`config.mk`:
```
export PLATFORM = sky130hd
export DESIGN_NAME = uart_boot_loader_flat
export DESIGN_NICKNAME = d
export VERILOG_FILES = /design/src/rtl/uart_boot_loader_if.sv /design/src/rtl/uart_boot_loader.sv /design/src/flat_wrapper.sv
export SDC_FILE = /design/constraint.sdc
export NUM_CORES = 1
export LEC_CHECK = 0
export CAP_MARGIN = 20
export CORE_MARGIN = 10
export CORE_UTILIZATION = 50
export DETAILED_ROUTE_END_ITERATION = 12
export PLACE_DENSITY = 0.74
export SYNTH_ARGS = -nofsm -noshare
export SYNTH_HDL_FRONTEND = slang
export SYNTH_SLANG_ARGS = --single-unit
```
`constraint.sdc`:
```
create_clock -name clk -period 2.05 [get_ports clk]
set_input_delay 0.41 -clock clk [delete_from_list [all_inputs] [get_ports clk]]
set_output_delay 0.41 -clock clk [all_outputs]
set_load 0.03 [all_outputs]
```
`src/rtl/uart_boot_loader_if.sv`:
```
// Byte-stream, re-arm, instruction-memory write port and status lines
// between the UART receiver, the boot loader and the top level.
// The slave modport is the loader; the master modport is whatever feeds it
// bytes and watches the memory writes and status.
interface uart_boot_loader_if #(
    parameter int ADDR_WIDTH = 10
);
    logic                  io_data_valid;
    logic [7:0]            io_data_packet;
    logic                  io_load_start;
    logic                  io_mem_we;
    logic [ADDR_WIDTH-1:0] io_mem_addr;
    logic [31:0]           io_mem_wdata;
    logic                  io_cpu_reset_n;
    logic                  io_load_done;
    logic                  io_load_error;

    modport master (
        output io_data_valid, io_data_packet, io_load_start,
        input  io_mem_we, io_mem_addr, io_mem_wdata,
        input  io_cpu_reset_n, io_load_done, io_load_error
    );

    modport slave (
        input  io_data_valid, io_data_packet, io_load_start,
        output io_mem_we, io_mem_addr, io_mem_wdata,
        output io_cpu_reset_n, io_load_done, io_load_error
    );
endinterface

```
`src/rtl/uart_boot_loader.sv`:
```
// UART boot loader: parses a length-prefixed image (16-bit little-endian word
// count, then 4 bytes per word LSB first), writes the packed words into
// instruction memory and holds the core in reset until the image is in.
// Optional feature macro: UART_LOADER_CHECKSUM_EN adds a trailing XOR
// checksum byte that must cancel the XOR of all payload bytes.
module uart_boot_loader #(
    parameter int ADDR_WIDTH     = 10,
    parameter int TIMEOUT_CYCLES = 400000
) (
    input logic         clk,
    input logic         reset_n,
    uart_boot_loader_if.slave bus
);
    localparam int          GAP_W     = $clog2(TIMEOUT_CYCLES + 1);
    localparam logic [16:0] MAX_WORDS = 17'(1) << ADDR_WIDTH;

    typedef enum logic [2:0] {
        LEN_LO  = 3'd0,
        LEN_HI  = 3'd1,
        PAYLOAD = 3'd2,
        DONE    = 3'd3,
`ifdef UART_LOADER_CHECKSUM_EN
        CHECK   = 3'd5,
`endif
        ERROR   = 3'd4
    } state_t;

    state_t                state, state_nxt;
    logic [7:0]            len_lo;
    logic [15:0]           len;
    logic [15:0]           len_in;
    logic [1:0]            byte_idx;
    logic [23:0]           word_buf;
    logic [16:0]           word_cnt;
    logic [GAP_W-1:0]      gap_cnt;
    logic                  mem_we;
    logic [ADDR_WIDTH-1:0] mem_addr;
    logic [31:0]           mem_wdata;
    logic                  take_len_lo, take_len_hi, take_payload, rearm, gap_run;
    logic                  timeout_hit;
`ifdef UART_LOADER_CHECKSUM_EN
    logic [7:0]            csum;
`endif

    assign len_in      = {bus.io_data_packet, len_lo};
    assign timeout_hit = (gap_cnt == GAP_W'(TIMEOUT_CYCLES - 1));

    assign bus.io_mem_we      = mem_we;
    assign bus.io_mem_addr    = mem_addr;
    assign bus.io_mem_wdata   = mem_wdata;
    assign bus.io_load_done   = (state == DONE);
    assign bus.io_load_error  = (state == ERROR);
    assign bus.io_cpu_reset_n = (state == DONE);

    // State register
    always_ff @(posedge clk or negedge reset_n) begin
        if (!reset_n) state <= LEN_LO;
        else          state <= state_nxt;
    end

    // Frame parsing: next state plus the strobes that steer the datapath
    always_comb begin
        state_nxt    = state;
        take_len_lo  = 1'b0;
        take_len_hi  = 1'b0;
        take_payload = 1'b0;
        rearm        = 1'b0;
        gap_run      = 1'b0;
        unique case (state)
            LEN_LO: begin
                if (bus.io_data_valid) begin
                    take_len_lo = 1'b1;
                    state_nxt   = LEN_HI;
                end
            end
            LEN_HI: begin
                gap_run = 1'b1;
                if (bus.io_data_valid) begin
                    take_len_hi = 1'b1;
                    if (len_in == 16'd0)
`ifdef UART_LOADER_CHECKSUM_EN
                        state_nxt = CHECK;
`else
                        state_nxt = DONE;
`endif
                    else if ({1'b0, len_in} > MAX_WORDS)
                        state_nxt = ERROR;
                    else
                        state_nxt = PAYLOAD;
                end else if (timeout_hit) begin
                    state_nxt = ERROR;
                end
            end
            PAYLOAD: begin
                gap_run = 1'b1;
`ifdef UART_LOADER_CHECKSUM_EN
                if (bus.io_data_valid) begin
                    take_payload = 1'b1;
                    if (byte_idx == 2'd3 && (word_cnt + 17'd1) == {1'b0, len})
                        state_nxt = CHECK;
                end else if (timeout_hit) begin
                    state_nxt = ERROR;
                end
`else
                if (mem_we && word_cnt == {1'b0, len})
                    state_nxt = DONE;
                else if (bus.io_data_valid)
                    take_payload = 1'b1;
                else if (timeout_hit)
                    state_nxt = ERROR;
`endif
            end
`ifdef UART_LOADER_CHECKSUM_EN
            CHECK: begin
                gap_run = 1'b1;
                if (bus.io_data_valid)
                    state_nxt = ((csum ^ bus.io_data_packet) == 8'h00) ? DONE : ERROR;
                else if (timeout_hit)
                    state_nxt = ERROR;
            end
`endif
            DONE, ERROR: begin
                if (bus.io_load_start) begin
                    rearm     = 1'b1;
                    state_nxt = LEN_LO;
                end
            end
            default: state_nxt = LEN_LO;
        endcase
    end

    // Datapath: length capture, byte packing, memory write pulse, gap timer
    always_ff @(posedge clk or negedge reset_n) begin
        if (!reset_n) begin
            len_lo    <= '0;
            len       <= '0;
            byte_idx  <= '0;
            word_buf  <= '0;
            word_cnt  <= '0;
            gap_cnt   <= '0;
            mem_we    <= 1'b0;
            mem_addr  <= '0;
            mem_wdata <= '0;
`ifdef UART_LOADER_CHECKSUM_EN
            csum      <= '0;
`endif
        end else begin
            mem_we <= 1'b0;
            if (gap_run && !bus.io_data_valid) gap_cnt <= gap_cnt + GAP_W'(1);
            else                               gap_cnt <= '0;
            if (take_len_lo) len_lo <= bus.io_data_packet;
            if (take_len_hi) len    <= len_in;
            if (take_payload) begin
                byte_idx <= byte_idx + 2'd1;
`ifdef UART_LOADER_CHECKSUM_EN
                csum     <= csum ^ bus.io_data_packet;
`endif
                case (byte_idx)
                    2'd0:    word_buf[7:0]   <= bus.io_data_packet;
                    2'd1:    word_buf[15:8]  <= bus.io_data_packet;
                    2'd2:    word_buf[23:16] <= bus.io_data_packet;
                    default: begin
                        mem_we    <= 1'b1;
                        mem_addr  <= word_cnt[ADDR_WIDTH-1:0];
                        mem_wdata <= {bus.io_data_packet, word_buf};
                        word_cnt  <= word_cnt + 17'd1;
                    end
                endcase
            end
            if (rearm) begin
                byte_idx <= '0;
                word_cnt <= '0;
`ifdef UART_LOADER_CHECKSUM_EN
                csum     <= '0;
`endif
            end
        end
    end
endmodule

```
`src/flat_wrapper.sv`:
```
// flat-port wrapper written by rule: the top's interface ports become plain ports
module uart_boot_loader_flat 
#(
    parameter int ADDR_WIDTH     = 10,
    parameter int TIMEOUT_CYCLES = 400000
)
  (clk, reset_n, bus_io_data_valid, bus_io_data_packet, bus_io_load_start, bus_io_mem_we, bus_io_mem_addr, bus_io_mem_wdata, bus_io_cpu_reset_n, bus_io_load_done, bus_io_load_error);
  uart_boot_loader_if #(.ADDR_WIDTH(ADDR_WIDTH)) bus_i ();
  input logic clk;
  input logic reset_n;
  input wire logic [$bits(bus_i.io_data_valid)-1:0] bus_io_data_valid;
  input wire logic [$bits(bus_i.io_data_packet)-1:0] bus_io_data_packet;
  input wire logic [$bits(bus_i.io_load_start)-1:0] bus_io_load_start;
  output wire logic [$bits(bus_i.io_mem_we)-1:0] bus_io_mem_we;
  output wire logic [$bits(bus_i.io_mem_addr)-1:0] bus_io_mem_addr;
  output wire logic [$bits(bus_i.io_mem_wdata)-1:0] bus_io_mem_wdata;
  output wire logic [$bits(bus_i.io_cpu_reset_n)-1:0] bus_io_cpu_reset_n;
  output wire logic [$bits(bus_i.io_load_done)-1:0] bus_io_load_done;
  output wire logic [$bits(bus_i.io_load_error)-1:0] bus_io_load_error;
  assign bus_i.io_data_valid = bus_io_data_valid;
  assign bus_i.io_data_packet = bus_io_data_packet;
  assign bus_i.io_load_start = bus_io_load_start;
  assign bus_io_mem_we = bus_i.io_mem_we;
  assign bus_io_mem_addr = bus_i.io_mem_addr;
  assign bus_io_mem_wdata = bus_i.io_mem_wdata;
  assign bus_io_cpu_reset_n = bus_i.io_cpu_reset_n;
  assign bus_io_load_done = bus_i.io_load_done;
  assign bus_io_load_error = bus_i.io_load_error;
  uart_boot_loader #(.ADDR_WIDTH(ADDR_WIDTH), .TIMEOUT_CYCLES(TIMEOUT_CYCLES)) u_core (.clk(clk), .reset_n(reset_n), .bus(bus_i));
endmodule
```
==> results.json <==
{
  "cts_sinks": 132,
  "grt_max_degree": 45,
  "hold_viol_final": 0,
  "wl_per_cell_microns": 20.7,
  "cts_tree": "yes",
  "synth_enable_flop_cells": 0,
  "max-cap-violations": 0,
  "hold_ws_ns": 0.481,
  "io_buffers": 57,
  "leakage_nw": 3.84,
  "hold_path.class": "flop to flop",
  "critical_path_class": "flop to flop",
  "finalSetupViolCount": 61,
  "grt_pass1_vias": 4492,
  "avgSynthCellArea_sq_um": 12.4,
  "layout_commonest_cell": "dfrtp_1",
  "startpoint_type": "flop",
  "violations": "setup timing",
  "stdcell_count": 754,
  "numCtsBuffers": 17,
  "area_growth_pct": 35.8,
  "clock_latency_ns": 0.42,
  "drive_gt1_frac": 0.358,
  "max_freq_ghz": 0.466,
  "relSlewSlack": 0.676,
  "power.density_mw_per_mm2": 916,
  "drc": 0,
  "ys_ff_latch": 132,
  "hpwlAfterDp_microns": 9910,
  "drt_iter0_drc": 253,
  "syn_area_sq_mm": 0.00596,
  "core_area_sq_mm": 0.0116,
  "final_cell_mix": "131 x dfrtp_1, 57 x mux2_4, 53 x clkdlybuf4s50_1, 48 x buf_4",
  "grt_use_total": 0.189,
  "fin_skew_ns": 0.00805,
  "rsz0062_at_grt": "yes",
  "gp_congestion": 0.898,
  "boundaryPins": 58,
  "totalWireLength_microns": 15600,
  "slew_violations": 0,
  "setup_slack_ns": -0.0981,
  "path_cells": "xor2_1 > nor4_2 > nand2_1 > buf_6 > o21ai_4 > buf_12 > buf_12 > mux2_4",
  "crit_family": "buffers and inverters",
  "worstHoldStart": "u_core.bus.io_mem_addr[2]",
  "seq_area_frac_synth": 0.555,
  "cp.arrival_ns": 2.45,
  "crit_slowest_cell": "dfrtp_2",
  "root_buffer": "clkbuf_16",
  "grt_pass1_wl_microns": 24300,
  "period_share": 1.05,
  "dr_total_vias": 4318,
  "die-area_sq_mm": 0.0167,
  "worst_pin_slew_ns": 0.486,
  "dr.pass1.iters": 5,
  "placedCellCount": 710,
  "clk_path_buf_depth": 2,
  "crit_start": "u_core.word_cnt[4]",
  "critPathMostFrequentCell": "buf_12",
  "synth_nets": 499,
  "slowest_delay_ns": 0.45,
  "gr-total-overflow": 0,
  "fp-row-count": 39,
  "path_buf_inv": 3,
  "die_h_microns": 129,
  "netlist_instances": 481,
  "initial_utilization": 0.515,
  "min_period_ns": 2.15,
  "viasPerCell": 5.73,
  "dpl_worst_slack_ns": -0.156,
  "fin_setup_tns_ns": -3.44,
  "die_w_microns": 129,
  "h-tree-depth": 4,
  "peakVddDrop_uv": 754,
  "ys.flop_type": "dfrtp_1",
  "antenna_cells": 0,
  "grt_antenna_before_repair": 0,
  "end_kind": "flop",
  "yosysWarningCount": 0,
  "ant_nets": 0,
  "power_mw": 7.41,
  "crit_required_ns": 2.35,
  "path_max_fanout": 13,
  "fin_nets": 616,
  "synthArstFlopShare": 1.00,
  "synth_cell_type_count": 48,
  "status": "finished, violations left",
  "cts.clk_slew.worst_paths_ns": 0.06,
  "timing.rr.start": "u_core.word_cnt[4]"
}
-- where the power goes --
group	internal, mW	switching (mW)
Sequential	2.95	0.307
Combinational	0.657	0.587
Clock	1.76	1.14
-- cell type report --
type                       count  area [sq um]
fill                         786          3480
sequential                   132          3300
multi-input combinational    321          2860
timing repair buffer         120          1150
clock buffer                  21           470
tap                          143           179
clock inverter                11          98.8
inverter                       6          22.5
-- Yosys cell counts (3+ instances only) --
library cell | count | share of area
nor2b_1 | 3 | 0.0032
and3_1 | 7 | 0.0074
nand4_4 | 3 | 0.011
nand4_1 | 12 | 0.013
o31ai_1 | 6 | 0.0076
ha_1 | 6 | 0.013
nor2_1 | 34 | 0.021
nor4_1 | 8 | 0.0084
nor4b_1 | 3 | 0.0044
a21oi_1 | 11 | 0.0092
a31oi_1 | 3 | 0.0032
buf_2 | 7 | 0.0059
mux2i_1 | 3 | 0.0050
buf_4 | 8 | 0.010
and4_1 | 3 | 0.0044
o21ai_1 | 3 | 0.0025
clkbuf_1 | 5 | 0.0032
xor2_1 | 25 | 0.037
nand2_1 | 25 | 0.016
mux2_1 | 4 | 0.0076
o21ai_0 | 10 | 0.0084
dfrtp_1 | 132 | 0.55
xnor2_1 | 8 | 0.012
or4_1 | 8 | 0.010
or3_1 | 7 | 0.0074
mux2_2 | 85 | 0.16
nand3_1 | 19 | 0.016
inv_1 | 6 | 0.0038
-- path summary, 6_finish.rpt --
path | endpoint | cells after the start | slack, ns
min | u_core.bus.io_mem_addr[2] | 2 | 0.48
max in group asynchronous | u_core.word_cnt[4] | 3 | 0.89
max | u_core.bus.io_mem_wdata[5] | 8 | -0.1
min in group asynchronous | u_core.bus.io_mem_wdata[4] | 2 | 0.49
min reg2reg | u_core.bus.io_mem_addr[2] | 2 | 0.48
max reg2reg | u_core.bus.io_mem_wdata[5] | 8 | -0.1
-- stage by stage --
step	area [sq um]	utilization
final	8090	0.699
after detailed placement	7060	0.610
after floorplan	5960	-
after CTS	7890	0.682
after global placement	7060	0.610
after global routing	8090	0.699
-- metal layers --
layer / track usage / vias to the layer above / share of wire
li1: - / 1962 / -
met1: 0.231 / 2201 / 0.42
met2: 0.311 / 114 / 0.51
met3: 0.0453 / 41 / 0.040
met4: 0.0870 / 0 / 0.029
met5: 0 / - / 0
-- state kept, by name, indices dropped and copies added (netlist names) --
name / cells
u_core.gap_cnt: 19
u_core.bus.io_mem_addr: 10
u_core.len_lo: 8
u_core.bus.io_mem_we: 1
u_core.state: 3
u_core.bus.io_mem_wdata: 32
u_core.byte_idx: 2
u_core.word_buf: 24
u_core.word_cnt: 17
u_core.len: 16
-- logic make-up after synthesis --
family / synth area share
compound gates: 0.0435
flops: 0.555
simple gates: 0.143
buf+inv: 0.0242
xor+xnor: 0.0485
mux: 0.173
fa+ha+maj: 0.0126
-- tightest hold or removal path, cell delays in order (launching register included) --
cell and delay (ns):
dfrtp_1 0.34, nand2_1 0.05, o21ai_0 0.06
-- what timing repair did --
item | CTS | global route
endpoints found under the hold margin | 31 | 0
pin swaps | 4 | 11
buffers inserted | 5 | 4
gates resized for setup | 49 | 62
hold buffers | 1 | 0
gates cloned | 1 | 2
setup endpoints to repair | 70 | 89
Power figures use the tool's default switching activity.
